[src/rtl/sva_mon_pkg.sv]
// Shared types for the busy-protocol monitor.
// FSM encoding, trigger modes and error codes.
package sva_mon_pkg;

  typedef enum logic [1:0] {
    IDLE      = 2'd0,
    WAIT_BUSY = 2'd1,
    BUSY      = 2'd2,
    HUNG      = 2'd3
  } mon_state_e;

  localparam int MODE_ALL = 0;
  localparam int MODE_ANY = 1;

  typedef enum logic [1:0] {
    ERR_NONE     = 2'd0,
    ERR_LATE     = 2'd1,
    ERR_TIMEOUT  = 2'd2,
    ERR_SPURIOUS = 2'd3
  } err_code_e;

endpackage

[src/rtl/sva_sat_counter.sv]
// Saturating statistics counter.
// Clear wins over increment; holds at all-ones.
module sva_sat_counter #(
  parameter int W = 16
) (
  input  logic         clk,
  input  logic         rst_n,
  input  logic         inc,
  input  logic         clr,
  output logic [W-1:0] cnt
);

  logic [W-1:0] r_cnt;

  always_ff @(posedge clk or negedge rst_n) begin
    if (!rst_n) begin
      r_cnt <= '0;
    end else if (clr) begin
      r_cnt <= '0;
    end else if (inc && (r_cnt != '1)) begin
      r_cnt <= r_cnt + 1'b1;
    end
  end

  assign cnt = r_cnt;

endmodule

[src/rtl/sva_busy_monitor.sv]
// Issue-interface monitor: go lanes must be answered by busy
// within a latency window, and busy must not run forever.
module sva_busy_monitor
  import sva_mon_pkg::*;
#(
  parameter int NUM_GO     = 3,
  parameter int MODE       = 0,
  parameter int MAX_LAT    = 0,
  parameter int MAX_BUSY   = 64,
  parameter int CHK_SPUR   = 1,
  parameter int CNT_W      = 16,
  parameter int SIM_REPORT = 1
) (
  input  logic              sva_clk,
  input  logic              sva_rst_n,
  input  logic [NUM_GO-1:0] sva_go,
  input  logic [NUM_GO-1:0] sva_go_mask,
  input  logic              sva_dut_busy,
  input  logic              sva_chk_en,
  input  logic              sva_clr,
  output logic              err_late,
  output logic              err_timeout,
  output logic              err_spurious,
  output logic              err_sticky,
  output logic [CNT_W-1:0]  trig_cnt,
  output logic [CNT_W-1:0]  viol_cnt,
  output logic [1:0]        mon_state
);

  localparam int LW = 4;
  localparam int BW = $clog2(MAX_BUSY + 1);

  mon_state_e r_state;
  mon_state_e w_nxt_state;
  logic [LW-1:0] r_lat_cnt;
  logic [LW-1:0] w_nxt_lat;
  logic [BW-1:0] r_busy_cnt;
  logic [BW-1:0] w_nxt_busy;
  logic r_busy_q;
  logic r_err_late;
  logic r_err_tmo;
  logic r_err_spur;
  logic r_sticky;
  logic w_trig;
  logic w_trig_acc;
  logic w_late;
  logic w_tmo;
  logic w_spur;
  logic w_viol;
  err_code_e w_err_code;

  always_comb begin
    w_trig = 1'b0;
    if (MODE == MODE_ANY) begin
      w_trig = |(sva_go & sva_go_mask);
    end else begin
      w_trig = (|sva_go_mask) & (&(sva_go | ~sva_go_mask));
    end
  end

  always_comb begin
    w_nxt_state = r_state;
    w_nxt_lat   = r_lat_cnt;
    w_nxt_busy  = r_busy_cnt;
    w_trig_acc  = 1'b0;
    w_late      = 1'b0;
    w_tmo       = 1'b0;
    w_spur      = 1'b0;
    if (!sva_chk_en) begin
      w_nxt_state = IDLE;
    end else begin
      unique case (r_state)
        IDLE: begin
          if (w_trig) begin
            w_trig_acc = 1'b1;
            if (sva_dut_busy) begin
              w_nxt_state = BUSY;
              w_nxt_busy  = BW'(1);
            end else if (MAX_LAT == 0) begin
              w_late = 1'b1;
            end else begin
              w_nxt_state = WAIT_BUSY;
              w_nxt_lat   = LW'(1);
            end
          end else if (sva_dut_busy && !r_busy_q
                       && (CHK_SPUR != 0)) begin
            w_spur = 1'b1;
          end
        end
        WAIT_BUSY: begin
          if (sva_dut_busy) begin
            w_nxt_state = BUSY;
            w_nxt_busy  = BW'(1);
          end else if (r_lat_cnt == LW'(MAX_LAT)) begin
            w_late      = 1'b1;
            w_nxt_state = IDLE;
          end else begin
            w_nxt_lat = r_lat_cnt + LW'(1);
          end
        end
        BUSY: begin
          if (!sva_dut_busy) begin
            // A new issue may land on the very edge busy drops.
            w_nxt_state = IDLE;
            if (w_trig) begin
              w_trig_acc = 1'b1;
              if (MAX_LAT == 0) begin
                w_late = 1'b1;
              end else begin
                w_nxt_state = WAIT_BUSY;
                w_nxt_lat   = LW'(1);
              end
            end
          end else if (r_busy_cnt == BW'(MAX_BUSY)) begin
            w_tmo       = 1'b1;
            w_nxt_state = HUNG;
          end else begin
            w_nxt_busy = r_busy_cnt + BW'(1);
          end
        end
        HUNG: begin
          if (!sva_dut_busy) begin
            w_nxt_state = IDLE;
          end
        end
        default: w_nxt_state = IDLE;
      endcase
    end
  end

  assign w_viol = w_late | w_tmo | w_spur;

  always_ff @(posedge sva_clk or negedge sva_rst_n) begin
    if (!sva_rst_n) begin
      r_state    <= IDLE;
      r_lat_cnt  <= '0;
      r_busy_cnt <= '0;
      r_busy_q   <= 1'b0;
      r_err_late <= 1'b0;
      r_err_tmo  <= 1'b0;
      r_err_spur <= 1'b0;
    end else begin
      r_state    <= w_nxt_state;
      r_lat_cnt  <= w_nxt_lat;
      r_busy_cnt <= w_nxt_busy;
      r_busy_q   <= sva_dut_busy;
      r_err_late <= w_late;
      r_err_tmo  <= w_tmo;
      r_err_spur <= w_spur;
    end
  end

  always_ff @(posedge sva_clk or negedge sva_rst_n) begin
    if (!sva_rst_n) begin
      r_sticky <= 1'b0;
    end else if (sva_clr) begin
      r_sticky <= 1'b0;
    end else if (w_viol) begin
      r_sticky <= 1'b1;
    end
  end

  sva_sat_counter #(.W(CNT_W)) u_trig_cnt (
    .clk   (sva_clk),
    .rst_n (sva_rst_n),
    .inc   (w_trig_acc),
    .clr   (sva_clr),
    .cnt   (trig_cnt)
  );

  sva_sat_counter #(.W(CNT_W)) u_viol_cnt (
    .clk   (sva_clk),
    .rst_n (sva_rst_n),
    .inc   (w_viol),
    .clr   (sva_clr),
    .cnt   (viol_cnt)
  );

  assign err_late     = r_err_late;
  assign err_timeout  = r_err_tmo;
  assign err_spurious = r_err_spur;
  assign err_sticky   = r_sticky;
  assign mon_state    = r_state;

  always_comb begin
    w_err_code = ERR_NONE;
    if (w_late) begin
      w_err_code = ERR_LATE;
    end else if (w_tmo) begin
      w_err_code = ERR_TIMEOUT;
    end else if (w_spur) begin
      w_err_code = ERR_SPURIOUS;
    end
  end

`ifndef SYNTHESIS
  always @(posedge sva_clk) begin
    if ((SIM_REPORT != 0) && sva_rst_n) begin
      assert (w_err_code == ERR_NONE)
      else $error("sva_busy_monitor: %s go=%b mask=%b state=%s",
                  w_err_code.name(), sva_go, sva_go_mask,
                  r_state.name());
    end
  end
`endif

endmodule

[config.mk]
export PLATFORM = sky130hd
export DESIGN_NAME = sva_busy_monitor
export DESIGN_NICKNAME = d
export VERILOG_FILES = /design/src/rtl/sva_mon_pkg.sv /design/src/rtl/sva_sat_counter.sv /design/src/rtl/sva_busy_monitor.sv
export SDC_FILE = /design/constraint.sdc
export NUM_CORES = 1
export LEC_CHECK = 0
export ABC_CLOCK_PERIOD_IN_PS = 3600
export BUFFER_PORTS_ARGS = -buffer_cell sky130_fd_sc_hd__buf_2
export CAP_MARGIN = 10
export CORE_ASPECT_RATIO = 0.7
export CORE_UTILIZATION = 60
export CTS_BUF_LIST = sky130_fd_sc_hd__clkbuf_16
export CTS_CLUSTER_SIZE = 24
export DETAILED_ROUTE_END_ITERATION = 7
export PLACE_DENSITY = 0.85
export SETUP_SLACK_MARGIN = 0.5
export SLEW_MARGIN = 15
export SYNTH_ARGS = -nofsm -noshare
export SYNTH_HDL_FRONTEND = slang
export SYNTH_SLANG_ARGS = --single-unit
[constraint.sdc]
create_clock -name sva_clk -period 3.6 [get_ports sva_clk]
set_input_delay 0 -clock sva_clk [delete_from_list [all_inputs] [get_ports sva_clk]]
set_output_delay 0 -clock sva_clk [all_outputs]
set_load 0.01 [all_outputs]
==> results_dict.tcl, run 1 <==
set metrics [dict create \
    cpMostUsedCell "a41o_1" \
    critPathLaunchType "flip-flop" \
    clock_skew_ps 4.24 \
    p_leak_uw 0.00154 \
    critPathMaxStageDelay_ps 450 \
    critPathRequiredTime_ps 3780 \
    synth_most_common_cell "dfrtp_1" \
    clk_pin_slew_worst_paths_ps 60 \
    vdd_drop_max_mv 0.234 \
    yosysSeqAreaShare_pct 44.2 \
    clkPwrFrac_pct 32.8 \
    synth-seq-cells 50 \
    hold_path.class "primary input to flip-flop" \
    critical_path_class "flip-flop to flip-flop" \
    area_growth_syn_to_layout_pct 15.5 \
    clk_path_buf_depth 2 \
    seq_power_share_pct 47.4 \
    cpMaxStageDelayCell "a2111oi_0" \
    post_dp_cell_area_sq_um 3100 \
    htreeDepth 2 \
    cts_tree "done" \
    grt_max_degree 51 \
    io_pins 49 \
    worstPathMaxFanout 8 \
    rsz0062_at_grt "no" \
    grt_first_pass_wirelength_microns 10000 \
    clock.fmax_mhz 409 \
    grt_overflow_total 0 \
    first_iter_violations 153 \
    period_share_pct 67.9 \
    synth_flop_cell "dfrtp_1" \
    status "complete, but fails checks" \
    violations "design-rule violations" \
    place_congestion 0.871 \
    synth.area.top_cells "dfrtp_1 44%, ha_1 4.9%, xor2_1 4.0%, nor2_1 3.5%, nand3_1 3.2%" \
    core_sq_um 4430 \
    viasPerCell 6.10 \
    antenna_found_initial 0 \
    relSlewSlack_pct 53.2 \
    vias 2414 \
    comb_power_share_pct 19.8 \
    netlist_instances 290 \
    clk_latency_ps 290 \
    avgSynthCellArea_sq_um 9.75 \
    whs_ps 61.8 \
    max-cap-violations 0 \
    dieHeight_microns 59.4 \
    sw_frac_of_total_pct 30.2 \
    fin_crit_ps 2440 \
    drv_slew 0 \
    internal_power_uw 970 \
    clkSinkCount 50 \
    postLayoutCoreUtil_pct 73.7 \
    io_buffer_count 48 \
    synth_top_area_share_pct 44.2 \
    n_antenna_cell 0 \
    cts_resized 0 \
    die_w_microns 84.1 \
    nets 362 \
    synth-edff-count 0 \
    ys_async_sr_fraction_pct 100 \
    cts_buffers 5 \
    cts_hold_buffers 2 \
    power_switching_uw 420 \
    rows 20 \
    start_util_pct 63.8 \
    grtUsageTotal_pct 25.8 \
    antenna_left 0 \
    path_cells "inv_1 -> ha_1 -> nand2b_1 -> a41o_1 -> a2111oi_0 -> a21o_1 -> a311oi_1 -> a41o_1" \
    powerDensity_nw_per_um2 426 \
    finalHoldViolCount 0 \
    synth_fp_nets 312 \
    placedCellCount 386 \
    drt-total-wl_microns 6150 \
    tns_ps 0 \
    wl_per_cell_microns 15.5 \
    netlist_top_cells_count "50 x dfrtp_1, 26 x nor2_1, 18 x nand3_1" \
    crit_arrival_ps 2620 \
    worst_setup_path_end_kind "flip-flop" \
    die-area_sq_um 5000 \
    synth.distinct_cells 55 \
    syn_area_sq_um 2830 \
    drc_errors 4 \
    final_layout_size_suffix_gt1_share_pct 21.4 \
    tightest_slew_ps 700 \
    drt_pass1_iterations 7 \
    yosys_warnings 0 \
    clock_tree.root_cell "clkbuf_16" \
    fin_cells 396 \
    finalSetupViolCount 0 \
    dp_hpwl_microns 4350 \
    cts_setup_buffers 0 \
    synth_top_cell_by_area "dfrtp_1" \
    grt_pass1_vias 2127 \
    postLayoutCellArea_sq_um 3270 \
]
-- layout make-up --
type,count,area [sq um]
clock buffer,5,125
clock inverter,3,16.3
fill,327,1160
inverter,14,52.6
multi-input combinational,216,1470
sequential,50,1250
tap,55,68.8
timing repair buffer,53,283
-- power groups by stage --
stage / Combinational [uW] / Sequential (uW) / Clock (uW)
after floorplan: 190 / 664 / 0
after global placement: 261 / 664 / 0
after detailed placement: 269 / 668 / 0
after CTS: 273 / 658 / 462
after global routing: 310 / 666 / 490
final: 275 / 659 / 456
-- worst max-delay path: cells and delay by family (launching register included) --
kind	cells	cell delay (ps)
flip-flops	1	440
buffers and inverters	1	150
AND/OR/NAND/NOR	1	110
AO/OA/AOI/OAI	5	1370
adder cells (fa/ha/maj)	1	260
-- routing by layer --
layer  up-vias  global-route usage [%]  part of all wire (%)
met3        11                    5.15                   5.3
met2        81                    41.0                    46
li1       1152                       -                     -
met1      1170                    36.5                    48
met4         0                    7.39                   1.3
met5         -                       0                     0
-- through the flow --
step | setup WS [ps] | total power [uW]
after CTS | 1180 | 1390
after global routing | 907 | 1470
after detailed placement | 1210 | 937
final | 1160 | 1390
after global placement | 1340 | 926
after floorplan | 1430 | 853
-- flip-flops by register name, indices dropped and copies added (netlist names) --
register / cells
err_late: 1
err_spurious: 1
err_sticky: 1
err_timeout: 1
mon_state: 2
r_busy_cnt: 7
r_busy_q: 1
r_lat_cnt: 4
u_trig_cnt.cnt: 16
u_viol_cnt.cnt: 16
-- worst paths after layout --
kind,endpoint,cells past startpoint,slack (ps),startpoint
max in group asynchronous,u_viol_cnt.cnt[9],3,2810,sva_rst_n
max reg2reg,u_viol_cnt.cnt[9],8,1160,mon_state[0]
min reg2reg,r_lat_cnt[3],1,490,r_lat_cnt[3]
min,mon_state[0],3,60,sva_chk_en
min in group asynchronous,r_lat_cnt[2],3,340,sva_rst_n
max,u_viol_cnt.cnt[9],8,1160,mon_state[0]
-- cell families after synthesis --
group,Yosys count,synth area share (%)
adder cells (fa/ha/maj),11,4.87
multiplexers,3,1.11
AO/OA/AOI/OAI,54,12.6
AND/OR/NAND/NOR,128,27.2
XOR/XNOR,20,6.19
buffers and inverters,24,3.80
flip-flops,50,44.2
-- placed cells by master (no fill, tap or decap), types with 5 or more instances in the layout --
cell type,n
buf_2,48
o21ai_0,15
o31ai_1,8
dfrtp_1,50
ha_1,11
xor2_1,13
xnor2_1,7
nand2_1,17
inv_1,14
nor2_1,26
a21oi_1,14
and4_1,7
nand3_1,18
or3_1,5
and3_1,5
nand4_1,13
clkbuf_16,5
or4_1,7
No activity file was read; power rests on OpenSTA's default activity.
==> inputs of run 2 (changes only) <==
--- a/config.mk
+++ b/config.mk
@@ -5,15 +5,15 @@
 export SDC_FILE = /design/constraint.sdc
 export NUM_CORES = 1
 export LEC_CHECK = 0
-export ABC_CLOCK_PERIOD_IN_PS = 3600
+export ABC_CLOCK_PERIOD_IN_PS = 2270
 export BUFFER_PORTS_ARGS = -buffer_cell sky130_fd_sc_hd__buf_2
 export CAP_MARGIN = 10
 export CORE_ASPECT_RATIO = 0.7
-export CORE_UTILIZATION = 60
+export CORE_UTILIZATION = 56
 export CTS_BUF_LIST = sky130_fd_sc_hd__clkbuf_16
 export CTS_CLUSTER_SIZE = 24
 export DETAILED_ROUTE_END_ITERATION = 7
-export PLACE_DENSITY = 0.85
+export PLACE_DENSITY = 0.8
 export SETUP_SLACK_MARGIN = 0.5
 export SLEW_MARGIN = 15
 export SYNTH_ARGS = -nofsm -noshare
==> constraint.sdc (replaced) <==
create_clock -name sva_clk -period 2.27 [get_ports sva_clk]
set_input_delay 0 -clock sva_clk [delete_from_list [all_inputs] [get_ports sva_clk]]
set_output_delay 0 -clock sva_clk [all_outputs]
set_load 0.01 [all_outputs]
==> run 2 against run 1 <==
Utilization up 13 points; flip-flop and latch count did not move; largest power group unchanged; combinational power increased to 3.3 times the previous value; final cell count increased by 17%; via count grew 26%; cell area rose by 28%; register-to-register slack lost 1200 ps; highest routed layer unchanged; clock skew is 3.4 ps higher; global-route usage rose by 6.4 points; count of clock-buffer cells in the layout unchanged; the run ends with negative setup slack left; critical endpoint is now u_viol_cnt.cnt[5].
==> results_dict.tcl, run 2 (same netlist as run 1, synthesis figures left out) <==
set metrics [dict create \
    dieHeight_microns 61.5 \
    use_met2_pct 54.2 \
    wl_per_cell_microns 22.4 \
    worst_setup_path_end_kind "flip-flop" \
    vias 3044 \
    clk_pin_slew_worst_paths_ps 70 \
    clkSinkCount 50 \
    worstPathMaxFanout 6 \
    clk_path_buf_depth 2 \
    cts_tree "done" \
    start_util_pct 58.8 \
    grt_first_pass_wirelength_microns 12800 \
    cts_buffers 5 \
    viasPerCell 6.57 \
    crit_arrival_ps 2560 \
    relSlewSlack_pct 55.2 \
    clock.fmax_mhz 426 \
    n_antenna_cell 0 \
    grt_max_degree 35 \
    critPathLaunchType "flip-flop" \
    powerDensity_nw_per_um2 702 \
    grt_pass1_vias 2587 \
    die-area_sq_um 5340 \
    status "complete, but fails checks" \
    die_w_microns 86.9 \
    clk_latency_ps 300 \
    multiInputGateArea_sq_um 1870 \
    grt_use_met1_pct 40.1 \
    clock_skew_ps 7.68 \
    violations "negative setup slack" \
    max-cap-violations 0 \
    antenna_found_initial 0 \
    path_delay_family "compound AO/OA/AOI/OAI gates" \
    grt_overflow_total 0 \
    p_leak_uw 0.00188 \
    final_common_cell "buf_2" \
    fin_crit_ps 2350 \
    area_growth_syn_to_layout_pct 47.7 \
    ff_latch_area_sq_um 1260 \
    finalSetupViolCount 3 \
    fillers 224 \
    busiest_layer "met2" \
    drv_slew 0 \
    tightest_slew_ps 672 \
    fin_cells 463 \
    worst_slack_ps -77.3 \
    place_congestion 0.840 \
    dp_hpwl_microns 4480 \
    critPathMaxStageDelay_ps 520 \
    first_iter_violations 294 \
    finalHoldViolCount 0 \
    hold_path.class "primary input to flip-flop" \
    drt_pass1_iterations 4 \
    met3_usage_pct 7.77 \
    critPathRequiredTime_ps 2480 \
    io_buffer_count 48 \
    place_ws_ps -8.87 \
    period_share_pct 103 \
    vdd_drop_max_mv 0.434 \
    cp_num_buf_inv 0 \
    drt-total-wl_microns 10400 \
    critical_path_class "flip-flop to flip-flop" \
    drc_errors 0 \
    rows 21 \
    htreeDepth 2 \
    placedCellCount 417 \
    antenna_left 0 \
    grtUsageTotal_pct 32.2 \
    path_cells "ha_2 -> nor3b_2 -> o211ai_1 -> o21ai_4 -> a21oi_4 -> or4_4 -> a21oi_2" \
    clock_tree.root_cell "clkbuf_16" \
    final_cell_mix "48 x buf_2, 43 x buf_4, 42 x dfrtp_1" \
    final_layout_size_suffix_gt1_share_pct 46.4 \
    nets 415 \
    cpMaxStageDelayCell "or4_4" \
    io_pins 49 \
    rsz0062_at_grt "yes" \
    core_sq_um 4810 \
]
-- run 2: cell count changes in the layout (fill, tap and decap cells not counted), moves of 4 or more --
| cell | change |
|---|---|
| inv_1 | -5 |
| dfrtp_2 | +8 |
| nand3_1 | -4 |
| o31ai_1 | -4 |
| ha_1 | -7 |
| dfrtp_1 | -8 |
| nand3_2 | +4 |
| buf_4 | +40 |
| buf_6 | +9 |
| ha_4 | +4 |
| o21ai_0 | -6 |
-- run 2: what timing repair did --
item,in CTS,in global routing
gates resized for setup,33,48
cloned,3,0
endpoints found under the setup margin,41,46
hold buffers,2,0
hold endpoints to repair,24,0
pin swaps,30,23
setup buffers,26,7
-- run 2: area by class of cell --
type                       count  area share [%]
clock buffer                   5            3.00
multi-input combinational    219            44.8
tap                           69            2.07
timing repair buffer         103            16.9
inverter                      14            1.38
clock inverter                 3            1.65
sequential                    50            30.2
-- run 2: final timing paths --
path                              start           endpoint  cells after the start  slack, ps
max reg2reg                mon_state[1]  u_viol_cnt.cnt[5]                      7        -80
min reg2reg                r_lat_cnt[3]       r_lat_cnt[3]                      1        550
min in group asynchronous     sva_rst_n       r_lat_cnt[0]                      2        250
min                          sva_chk_en       mon_state[0]                      3        190
max                        mon_state[1]  u_viol_cnt.cnt[5]                      7        -80
max in group asynchronous     sva_rst_n  u_viol_cnt.cnt[4]                      3       1440
-- run 2: report_power, final --
group          switching, uW  internal (uW)  leakage, uW  total, uW
logic                    480            433      0.00112        913
clock network            346            634    0.0000940        980
registers               80.8            959     0.000665       1040
total                    907           2030      0.00188       2930
-- run 2: metal layers --
metal	up-vias	part of all wire (%)
met2	239	48
li1	1269	-
met4	0	5.3
met5	-	0
met1	1468	38
met3	68	9.1
-- run 2: worst min-delay path, cell delays in order --
cell and delay [ps]:
buf_2 160, nand2_1 100, o211ai_1 140
-- run 2: through the flow --
stage / hold WS [ps] / power [uW] / utilization, % / TNS (ps) / cell area (sq um)
after detailed placement: 32.8 / 1540 / 68.8 / -13.4 / 3310
final: 187 / 2930 / 86.9 / -120 / 4180
after CTS: 47.1 / 2700 / 81.0 / 0 / 3890
after floorplan: -296 / 1380 / - / 0 / 2890
after global routing: 191 / 3020 / 86.9 / -251 / 4180
after global placement: 37.6 / 1520 / 68.8 / 0 / 3310
